### src/rtl/mem_pkg.sv
// Shared definitions for the data-memory access stage and the load-extraction stage.
package mem_pkg;

    localparam logic [1:0] MB_WORD = 2'b00;
    localparam logic [1:0] MB_HALF = 2'b10;
    localparam logic [1:0] MB_BYTE = 2'b11;

    localparam int unsigned TIMEOUT_DEFAULT = 16;

    typedef enum logic [1:0] {
        ST_IDLE = 2'd0,
        ST_BUS  = 2'd1,
        ST_RESP = 2'd2
    } mem_state_e;

endpackage

### src/rtl/mem_lane_align.sv
// Byte-enable generation, store-data lane replication and alignment check.
module mem_lane_align
    import mem_pkg::*;
(
    input  logic [1:0]  byte_i,
    input  logic [1:0]  addr_i,
    input  logic [31:0] wdata_i,
    output logic [3:0]  be_o,
    output logic [31:0] wdata_o,
    output logic        misalign_o
);

    always_comb begin
        be_o       = 4'b1111;
        wdata_o    = wdata_i;
        misalign_o = 1'b0;
        case (byte_i)
            MB_HALF: begin
                be_o       = addr_i[1] ? 4'b1100 : 4'b0011;
                wdata_o    = {2{wdata_i[15:0]}};
                misalign_o = addr_i[0];
            end
            MB_BYTE: begin
                be_o    = 4'b0001 << addr_i;
                wdata_o = {4{wdata_i[7:0]}};
            end
            default: begin
                // 00 and 01 both encode a word access
                misalign_o = (addr_i != 2'b00);
            end
        endcase
    end

endmodule

### src/rtl/mem_access_unit.sv
// Multi-cycle load/store stage: alignment check, handshaked word bus request,
// bus-ack timeout and registered raw load result for the extraction stage.
module mem_access_unit
    import mem_pkg::*;
#(
    parameter int unsigned TIMEOUT = TIMEOUT_DEFAULT
) (
    input  logic        clk,
    input  logic        rst_n,
    input  logic        req_valid,
    input  logic        req_write,
    input  logic [1:0]  req_byte,
    input  logic        req_sign,
    input  logic [31:0] req_addr,
    input  logic [31:0] req_wdata,
    output logic        stall,
    output logic        done,
    output logic        err,
    output logic        bus_req,
    output logic        bus_we,
    output logic [31:0] bus_addr,
    output logic [3:0]  bus_be,
    output logic [31:0] bus_wdata,
    input  logic        bus_ack,
    input  logic [31:0] bus_rdata,
    output logic        ld_valid,
    output logic [31:0] ld_data,
    output logic [1:0]  ld_addr,
    output logic [1:0]  ld_byte,
    output logic        ld_sign
);

    mem_state_e  state_q, state_d;
    logic [7:0]  cnt_q, cnt_d;
    logic        bus_req_q, bus_req_d;
    logic        bus_we_q, bus_we_d;
    logic [31:0] bus_addr_q, bus_addr_d;
    logic [3:0]  bus_be_q, bus_be_d;
    logic [31:0] bus_wdata_q, bus_wdata_d;
    logic        done_q, done_d;
    logic        err_q, err_d;
    logic        ld_valid_q, ld_valid_d;
    logic [31:0] ld_data_q, ld_data_d;
    logic [1:0]  ld_addr_q, ld_addr_d;
    logic [1:0]  ld_byte_q, ld_byte_d;
    logic        ld_sign_q, ld_sign_d;

    logic [3:0]  al_be;
    logic [31:0] al_wdata;
    logic        al_mis;

    mem_lane_align u_align (
        .byte_i     (req_byte),
        .addr_i     (req_addr[1:0]),
        .wdata_i    (req_wdata),
        .be_o       (al_be),
        .wdata_o    (al_wdata),
        .misalign_o (al_mis)
    );

    always_ff @(posedge clk or negedge rst_n) begin
        if (!rst_n) begin
            state_q     <= ST_IDLE;
            cnt_q       <= '0;
            bus_req_q   <= 1'b0;
            bus_we_q    <= 1'b0;
            bus_addr_q  <= '0;
            bus_be_q    <= '0;
            bus_wdata_q <= '0;
            done_q      <= 1'b0;
            err_q       <= 1'b0;
            ld_valid_q  <= 1'b0;
            ld_data_q   <= '0;
            ld_addr_q   <= '0;
            ld_byte_q   <= '0;
            ld_sign_q   <= 1'b0;
        end else begin
            state_q     <= state_d;
            cnt_q       <= cnt_d;
            bus_req_q   <= bus_req_d;
            bus_we_q    <= bus_we_d;
            bus_addr_q  <= bus_addr_d;
            bus_be_q    <= bus_be_d;
            bus_wdata_q <= bus_wdata_d;
            done_q      <= done_d;
            err_q       <= err_d;
            ld_valid_q  <= ld_valid_d;
            ld_data_q   <= ld_data_d;
            ld_addr_q   <= ld_addr_d;
            ld_byte_q   <= ld_byte_d;
            ld_sign_q   <= ld_sign_d;
        end
    end

    // Outputs are computed for the state being entered, so they are registered
    // yet line up with that state (done/err/ld_valid high exactly during RESP).
    always_comb begin
        state_d     = state_q;
        cnt_d       = cnt_q;
        bus_req_d   = bus_req_q;
        bus_we_d    = bus_we_q;
        bus_addr_d  = bus_addr_q;
        bus_be_d    = bus_be_q;
        bus_wdata_d = bus_wdata_q;
        done_d      = 1'b0;
        err_d       = 1'b0;
        ld_valid_d  = 1'b0;
        ld_data_d   = ld_data_q;
        ld_addr_d   = ld_addr_q;
        ld_byte_d   = ld_byte_q;
        ld_sign_d   = ld_sign_q;

        case (state_q)
            ST_IDLE: begin
                if (req_valid) begin
                    if (al_mis) begin
                        state_d = ST_RESP;
                        done_d  = 1'b1;
                        err_d   = 1'b1;
                    end else begin
                        state_d     = ST_BUS;
                        cnt_d       = '0;
                        bus_req_d   = 1'b1;
                        bus_we_d    = req_write;
                        bus_addr_d  = {req_addr[31:2], 2'b00};
                        bus_be_d    = al_be;
                        bus_wdata_d = al_wdata;
                        if (!req_write) begin
                            ld_addr_d = req_addr[1:0];
                            ld_byte_d = req_byte;
                            ld_sign_d = req_sign;
                        end
                    end
                end
            end
            ST_BUS: begin
                if (bus_ack) begin
                    state_d   = ST_RESP;
                    bus_req_d = 1'b0;
                    done_d    = 1'b1;
                    if (!bus_we_q) begin
                        ld_valid_d = 1'b1;
                        ld_data_d  = bus_rdata;
                    end
                end else if (cnt_q == 8'(TIMEOUT - 1)) begin
                    state_d   = ST_RESP;
                    bus_req_d = 1'b0;
                    done_d    = 1'b1;
                    err_d     = 1'b1;
                end else begin
                    cnt_d = cnt_q + 8'd1;
                end
            end
            ST_RESP: begin
                state_d = ST_IDLE;
            end
            default: begin
                state_d   = ST_IDLE;
                bus_req_d = 1'b0;
            end
        endcase
    end

    assign stall     = ((state_q == ST_IDLE) && req_valid && !al_mis) || (state_q == ST_BUS);
    assign done      = done_q;
    assign err       = err_q;
    assign bus_req   = bus_req_q;
    assign bus_we    = bus_we_q;
    assign bus_addr  = bus_addr_q;
    assign bus_be    = bus_be_q;
    assign bus_wdata = bus_wdata_q;
    assign ld_valid  = ld_valid_q;
    assign ld_data   = ld_data_q;
    assign ld_addr   = ld_addr_q;
    assign ld_byte   = ld_byte_q;
    assign ld_sign   = ld_sign_q;

endmodule

### config.mk
export PLATFORM = sky130hd
export DESIGN_NAME = mem_access_unit
export DESIGN_NICKNAME = d
export VERILOG_FILES = /design/src/rtl/mem_pkg.sv /design/src/rtl/mem_lane_align.sv /design/src/rtl/mem_access_unit.sv
export SDC_FILE = /design/constraint.sdc
export NUM_CORES = 1
export LEC_CHECK = 0
export CAP_MARGIN = 20
export CELL_PAD_IN_SITES_DETAIL_PLACEMENT = 1
export CELL_PAD_IN_SITES_GLOBAL_PLACEMENT = 1
export CORE_ASPECT_RATIO = 1.5
export CORE_MARGIN = 4
export CORE_UTILIZATION = 50
export CTS_BUF_LIST = sky130_fd_sc_hd__clkbuf_16
export DETAILED_ROUTE_END_ITERATION = 7
export DONT_BUFFER_PORTS = 1
export HOLD_SLACK_MARGIN = 0.12
export PLACE_DENSITY = 0.87
export RECOVER_POWER = 100
export SETUP_SLACK_MARGIN = 0.2
export SYNTH_ARGS = -nofsm -noshare
export SYNTH_HDL_FRONTEND = slang
export SYNTH_SLANG_ARGS = --single-unit
### constraint.sdc
create_clock -name clk -period 4.5 [get_ports clk]
set_clock_uncertainty 0.15 [all_clocks]
set_input_delay 0.45 -clock clk [delete_from_list [all_inputs] [get_ports clk]]
set_output_delay 0.45 -clock clk [all_outputs]
set_load 0.05 [all_outputs]
==> results of run 1 <==
==> power breakdown <==
part | leakage (nW) | switching, mW | internal [mW]
registers | 1.46 | 1.74 | 1.43
clock network | 0.283 | 0.501 | 0.863
logic | 1.38 | 0.352 | 0.284
==> layer usage <==
layer / vias up / part of all wire, %
met5: - / 0
met4: 0 / 6.3
met3: 81 / 8.8
met2: 229 / 52
met1: 2002 / 33
li1: 1716 / -
==> layout by cell type, fill, tap and decap left out, drive strengths merged, types with 3 or more instances in the layout <==
master       instances
nand2              157
dfrtp              118
dlygate4sd3        100
mux2                38
o21ai               34
mux2i               25
clkbuf              20
a21oi                9
nor2                 6
inv                  5
clkinv               5
diode                4
a31oi                4
clkinvlp             4
nand2b               3
and3                 3
nor4                 3
nand3                3
o21a                 3
bufinv               3
==> repair_timing <==
action                    in CTS  in global routing
gates resized for setup        0                  0
hold endpoints to repair     221                  1
hold buffers                  99                  2
==> state kept, by name, summed over array words and instances, names as in the netlist, 2 cells and up <==
signal / count
ld_byte: 2
bus_wdata: 32
ld_addr: 2
state_q: 2
cnt_q: 8
ld_data: 32
bus_be: 4
bus_addr: 30
==> logic make-up (layout without fill, tap and decap cells) <==
group                      Yosys count  in the layout
AOI/OAI and AO/OA                   58             58
xor gates and xnor gates             1              1
adders and majority gates            1              1
buffers and inverters               27            139
DFF                                118            118
muxes                               63             63
other                                1              6
and+or+nand+nor                    184            184
==> worst max-delay path, cell delays in order, from the launching register on <==
cell and delay, ps:
dfrtp_1 440, nand2b_1 240, a2111oi_4 320, clkbuf_1 1120, nor2_1 140, a31oi_1 200, dlygate4sd3_1 580
==> worst max path at each step <==
| stage | from | endpoint | slack [ps] | cells past startpoint |
|---|---|---|---|---|
| after global routing | state_q[0] | bus_be[3] | 1000 | 6 |
| after global placement | req_byte[1] | stall | 1870 | 3 |
| after detailed placement | req_byte[1] | stall | 1800 | 3 |
| after floorplan | req_addr[1] | stall | 2090 | 6 |
| after CTS | state_q[0] | stall | 1680 | 3 |
| final | state_q[0] | bus_be[3] | 1250 | 6 |
==> area by class of cell <==
cell class / count / area [um2]
Antenna cell: 4 / 10.01
Fill cell: 985 / 3082
Tap cell: 115 / 143.9
Multi-Input combinational cell: 309 / 1802
Clock buffer: 17 / 425.4
Inverter: 2 / 7.507
Clock inverter: 15 / 162.7
Sequential cell: 118 / 2953
Timing Repair Buffer: 105 / 1049
==> stage by stage <==
| stage | total power [mW] | hold slack, ps |
|---|---|---|
| 2_1_floorplan | 3.463 | 4.409 |
| 3_3_place_gp | 3.605 | 7.099 |
| 3_5_place_dp | 3.674 | 7.100 |
| 4_1_cts | 5.120 | 120.3 |
| 5_1_grt | 5.377 | 158.9 |
| 6_report | 5.174 | 165.0 |
==> impl_metrics.csv, run 1 <==
group,metric,value,unit
sta,rsz0062_at_grt,"false",
clock_tree,clk_pin_slew_worst_paths,50,ps
logic_synthesis,syn_area,4930,um2
finish,nets,658,
logic_synthesis,yosys-mux-area-fraction,13.76,%
die,ios,215,
die,core,9634,um2
worst_setup_path,ff2ff_setup_slack,1250,ps
logic_synthesis,synth-edff-count,0,
logic_synthesis,synth_top_family_by_area,"simple AND/OR/NAND/NOR gates",
logic_synthesis,yosys.area_share.simple,15.48,%
die,rows,44,
finish,area_growth,32.92,%
job,maxCapViolCount,2,
worst_setup_path,r2r-end,"bus_be[3]",
place,placed_area,4976,um2
global_routing,use_met3,10.31,%
logic_synthesis,yosysMostFrequentCell,"nand2_1",
sta,maxSlewViolCount,34,
place,detailed_place_hpwl,9.288,mm
power_and_ir_drop,power_density,789.6,nW/um2
worst_setup_path,reg2reg_depth,6,
global_routing,grt_util_met2,53.19,%
die,dieArea,11550,um2
route,firstDrtPassIters,4,
sta,finalHoldViolations,0,
logic_synthesis,async_reset_ff_share,100.0,%
hold_path,hold_class,"in -> reg",
place,dp_cells,548,
worst_setup_path,crit_arrival,3440,ps
logic_synthesis,syn_avg_cell_area,10.88,um2
finish,final_cell_count_no_fill,685,
route,wl_per_cell,25.74,um
logic_synthesis,synthTopCellsByCount,"nand2_1 (157), dfrtp_1 (118), mux2_1 (37)",
place,dp_slack,1800,ps
global_routing,overflow,0,
global_routing,grt_first_pass_wirelength,26.55,mm
clock_tree,cts_made_buffers,17,
die,initial_utilization,51.17,%
clock_tree,insertion_delay,410,ps
sta,worst_slack,1249,ps
sta,setup_viol_count_final,0,
sta,maxSlewHeadroom,-23.87,%
finish,final_util,68.01,%
hold_path,whs_path_depth,3,
logic_synthesis,yosysTopAreaCellShare,59.90,%
route,postRouteAntennaNets,0,
logic_synthesis,ys_ff_latch,118,
logic_synthesis,synth-compound-area-share,7.386,%
worst_setup_path,worstSetupStartpointType,"register",
worst_setup_path,required,4690,ps
global_routing,antenna_found_initial,2,
power_and_ir_drop,vdd_drop_max,519.7,uV
sta,fin_crit,3251,ps
clock_tree,cts_setup_buffers,0,
worst_setup_path,r2r_start,"state_q[0]",
finish,final_area,6553,um2
outcome,status,"complete, but fails checks",
logic_synthesis,synthTopCellsByArea,"dfrtp_1 (60%), nand2_1 (12%), mux2_1 (8.5%)",
logic_synthesis,synth.distinct_cells,40,
sta,fin_crit_sh,72.23,%
route,num_vias,4028,
route,wl,17.63,mm
logic_synthesis,yosys.area.top_type,"dfrtp_1",
logic_synthesis,synth_fa_ha_area_share,0.2538,%
route,vias_per_cell,5.880,
global_routing,top_usage_layer,"met2",
logic_synthesis,ys_seq_area_share,59.90,%
clock_tree,cts_root_buffer,"clkbuf_16",
logic_synthesis,synth_warnings,0,
hold_path,min_from,"req_addr[0]",
sta,max_freq,0.3076,GHz
hold_path,holdPathEnd,"bus_be[0]",
die,die_h,129.6,um
outcome,violations,"capacitance limit, slew limit",
clock_tree,cts_tree,"built",
sta,worst_pin_slew,1858,ps
logic_synthesis,synth_xor_area_share,0.1777,%
logic_synthesis,synth_ff_type,"dfrtp_1",
logic_synthesis,netlist_instances,453,
clock_tree,clkSinkCount,118,
global_routing,met1_usage,32.44,%
finish,layout-drive-gt1-share,6.007,%
die,die_x,89.08,um
worst_setup_path,crit_path_end_kind,"register",
global_routing,grt.total_usage,31.49,%
clock_tree,cts.htree.levels,4,
route,drt_iter0_drc,294,
power_and_ir_drop,power.leakage,3.123,nW
route,drc,0,
place,portBuffers,0,
worst_setup_path,cp_max_fo,33,
global_routing,grt_max_degree,119,
place,gp_congestion,0.7987,
sta,fin_setup_tns,0,ps
global_routing,grt_pass1_vias,4660,
worst_setup_path,worstSetupPathType,"reg -> reg",
clock_tree,clockBufferDepth,2,
No activity file was read; power rests on OpenSTA's default activity.
==> run 2: changes to the inputs <==
--- a/config.mk
+++ b/config.mk
@@ -10,12 +10,12 @@
 export CELL_PAD_IN_SITES_GLOBAL_PLACEMENT = 1
 export CORE_ASPECT_RATIO = 1.5
 export CORE_MARGIN = 4
-export CORE_UTILIZATION = 50
+export CORE_UTILIZATION = 42
 export CTS_BUF_LIST = sky130_fd_sc_hd__clkbuf_16
 export DETAILED_ROUTE_END_ITERATION = 7
 export DONT_BUFFER_PORTS = 1
 export HOLD_SLACK_MARGIN = 0.12
-export PLACE_DENSITY = 0.87
+export PLACE_DENSITY = 0.78
 export RECOVER_POWER = 100
 export SETUP_SLACK_MARGIN = 0.2
 export SYNTH_ARGS = -nofsm -noshare
==> constraint.sdc (replaced) <==
create_clock -name clk -period 2.8 [get_ports clk]
set_clock_uncertainty 0.15 [all_clocks]
set_input_delay 0.28 -clock clk [delete_from_list [all_inputs] [get_ports clk]]
set_output_delay 0.28 -clock clk [all_outputs]
set_load 0.05 [all_outputs]
==> run 2 against run 1 <==
Compared with the run above: the flow finishes with violations (hold timing); worst setup slack got worse by 940 ps; wire length is 12% lower; final cell count up 6.9%; critical path type is now reg -> out; critical endpoint is now stall.
==> impl_metrics.csv, run 2 (synthesis results as in run 1) <==
group,metric,value,unit
place,gp_congestion,0.7559,
sta,maxSlewViolCount,0,
sta,rsz0062_at_grt,"true",
finish,nets,672,
job,maxCapViolCount,0,
route,postRouteAntennaNets,0,
finish,area_growth,36.14,%
sta,fin_crit,2495,ps
outcome,violations,"hold timing",
route,drt_iter0_drc,106,
place,portBuffers,0,
sta,max_freq,0.4008,GHz
worst_setup_path,required,2370,ps
route,wl_per_cell,21.14,um
sta,fin_crit_sh,89.10,%
clock_tree,cts_made_buffers,17,
route,vias_per_cell,5.316,
worst_setup_path,critPathTopFamily,"compound AO/OA/AOI/OAI gates",
clock_tree,clockBufferDepth,2,
sta,maxSlewHeadroom,46.52,%
finish,fill_cells,1200,
worst_setup_path,critPathMaxStageDelay,650,ps
worst_setup_path,r2r_start,"state_q[1]",
clock_tree,cts_tree,"built",
power_and_ir_drop,pwr-share-clk,25.2,%
hold_path,hold_class,"in -> async",
worst_setup_path,worstSetupStartpointType,"register",
worst_setup_path,cp_cell_sequence,"nand2b_1, a2111o_2, nand2_2",
sta,finalHoldViolations,118,
route,drc,0,
die,dieArea,13570,um2
die,core,11530,um2
power_and_ir_drop,combPwrFrac,12.1,%
sta,setup_viol_count_final,0,
global_routing,grt_pass1_vias,4498,
die,initial_utilization,42.75,%
route,wl,15.47,mm
power_and_ir_drop,power_density,1204,nW/um2
route,num_vias,3891,
worst_setup_path,ff2ff_setup_slack,330,ps
worst_setup_path,cp_max_fo,34,
global_routing,antenna_found_initial,2,
worst_setup_path,slowest_stage,"a2111o_2",
clock_tree,insertion_delay,410,ps
clock_tree,clkSinkCount,118,
power_and_ir_drop,switchingPower,4.071,mW
die,rows,48,
clock_tree,cts_root_buffer,"clkbuf_16",
worst_setup_path,path_buf_inv,0,
die,die_x,96.46,um
finish,final-seq-area,2953,um2
clock_tree,cts.htree.levels,4,
clock_tree,cts_setup_buffers,0,
global_routing,grt_max_degree,119,
place,detailed_place_hpwl,9.361,mm
worst_setup_path,crit_arrival,2060,ps
finish,layout_common_cells,"nand2_1 (156), dfrtp_1 (118), dlygate4sd3_1 (113)",
power_and_ir_drop,power.leakage,3.173,nW
worst_setup_path,r2r-end,"cnt_q[6]",
route,firstDrtPassIters,4,
finish,multi_input_area,1817,um2
clock_tree,clk_pin_slew_worst_paths,60,ps
sta,fin_setup_tns,0,ps
power_and_ir_drop,switching_share,50.39,%
worst_setup_path,crit_path_end_kind,"output pin",
sta,worst_pin_slew,802.2,ps
sta,hold-worst-slack,-585.4,ps
global_routing,grt.total_usage,23.47,%
worst_setup_path,worstSetupPathType,"reg -> out",
power_and_ir_drop,p_int,4.008,mW
power_and_ir_drop,pwr-share-seq,62.8,%
power_and_ir_drop,vdd_drop_max,659.9,uV
outcome,status,"complete, but fails checks",
global_routing,overflow,0,
finish,layout-drive-gt1-share,7.241,%
die,ios,215,
clock_tree,holdBufCountCts,114,
die,die_h,140.7,um
worst_setup_path,reg2reg_depth,4,
global_routing,grt_first_pass_wirelength,23.98,mm
finish,layout_commonest_cell,"nand2_1",
## run 2: cell count changes in the layout (fill, tap and decap cells not counted), moves of 2 or more
| cell | delta |
|---|---|
| buf_4 | +2 |
| clkinv_4 | +3 |
| bufinv_16 | -2 |
| dlygate4sd3_1 | +13 |
| diode_2 | -2 |
| clkbuf_1 | -2 |
## run 2: layout make-up
cell class                      instances  share of cell area [%]
Timing Repair Buffer                  119                   17.67
Clock buffer                           17                   6.339
Clock inverter                         15                   1.939
Inverter                                2                  0.1119
Sequential cell                       118                   44.00
Antenna cell                            2                 0.07457
Multi-Input combinational cell        309                   27.07
Tap cell                              150                   2.796
## run 2: through the flow
step | power (mW) | util [%] | setup slack [ps] | cells | cell area, um2
4_1_cts | 8.131 | 58.42 | 217.2 | 730 | 6736
6_report | 8.080 | 58.20 | 305.2 | 732 | 6711
3_5_place_dp | 5.910 | 43.60 | 461.4 | 584 | 5027
5_1_grt | 8.430 | 58.20 | 144.5 | 732 | 6711
2_1_floorplan | 5.566 | - | 608.5 | 454 | 4933
3_3_place_gp | 5.805 | 43.60 | 590.7 | 584 | 5027
## run 2: timing repair
item | 4_1_cts | 5_1_grt
hold endpoints to repair | 227 | 118
resized for setup | 1 | 0
endpoints found under the setup margin | 1 | 2
pin swaps | 0 | 1
## run 2: worst max path at each step
stage                from             to  slack, ps  depth (start not counted)
4_1_cts        state_q[0]          stall        220                          3
6_report       state_q[0]          stall        310                          3
3_5_place_dp   state_q[0]  bus_wdata[23]        460                          5
3_3_place_gp   state_q[0]  bus_wdata[28]        590                          5
5_1_grt        state_q[1]       cnt_q[3]        140                          4
2_1_floorplan  state_q[0]          stall        610                          6
## run 2: power by group through the flow
stage	logic [mW]	clock network [mW]	registers [mW]
5_1_grt	1.12	2.16	5.15
4_1_cts	0.986	2.08	5.07
3_5_place_dp	0.808	0	5.10
3_3_place_gp	0.728	0	5.08
2_1_floorplan	0.678	0	4.89
6_report	0.977	2.03	5.07
## run 2: worst reg2reg max path, stage by stage (launching register included)
cell and delay (ps):
dfrtp_1 480, or3b_1 470, a21oi_1 590, nor2_1 310
a211o_1 370
## run 2: per-layer routing
layer / global-route usage [%] / vias up / routed length, um
li1: - / 1749 / -
met1: 24.85 / 1918 / 5295
met2: 40.90 / 176 / 8338
met3: 7.314 / 48 / 1209
met4: 11.90 / 0 / 629
met5: 0 / - / 0
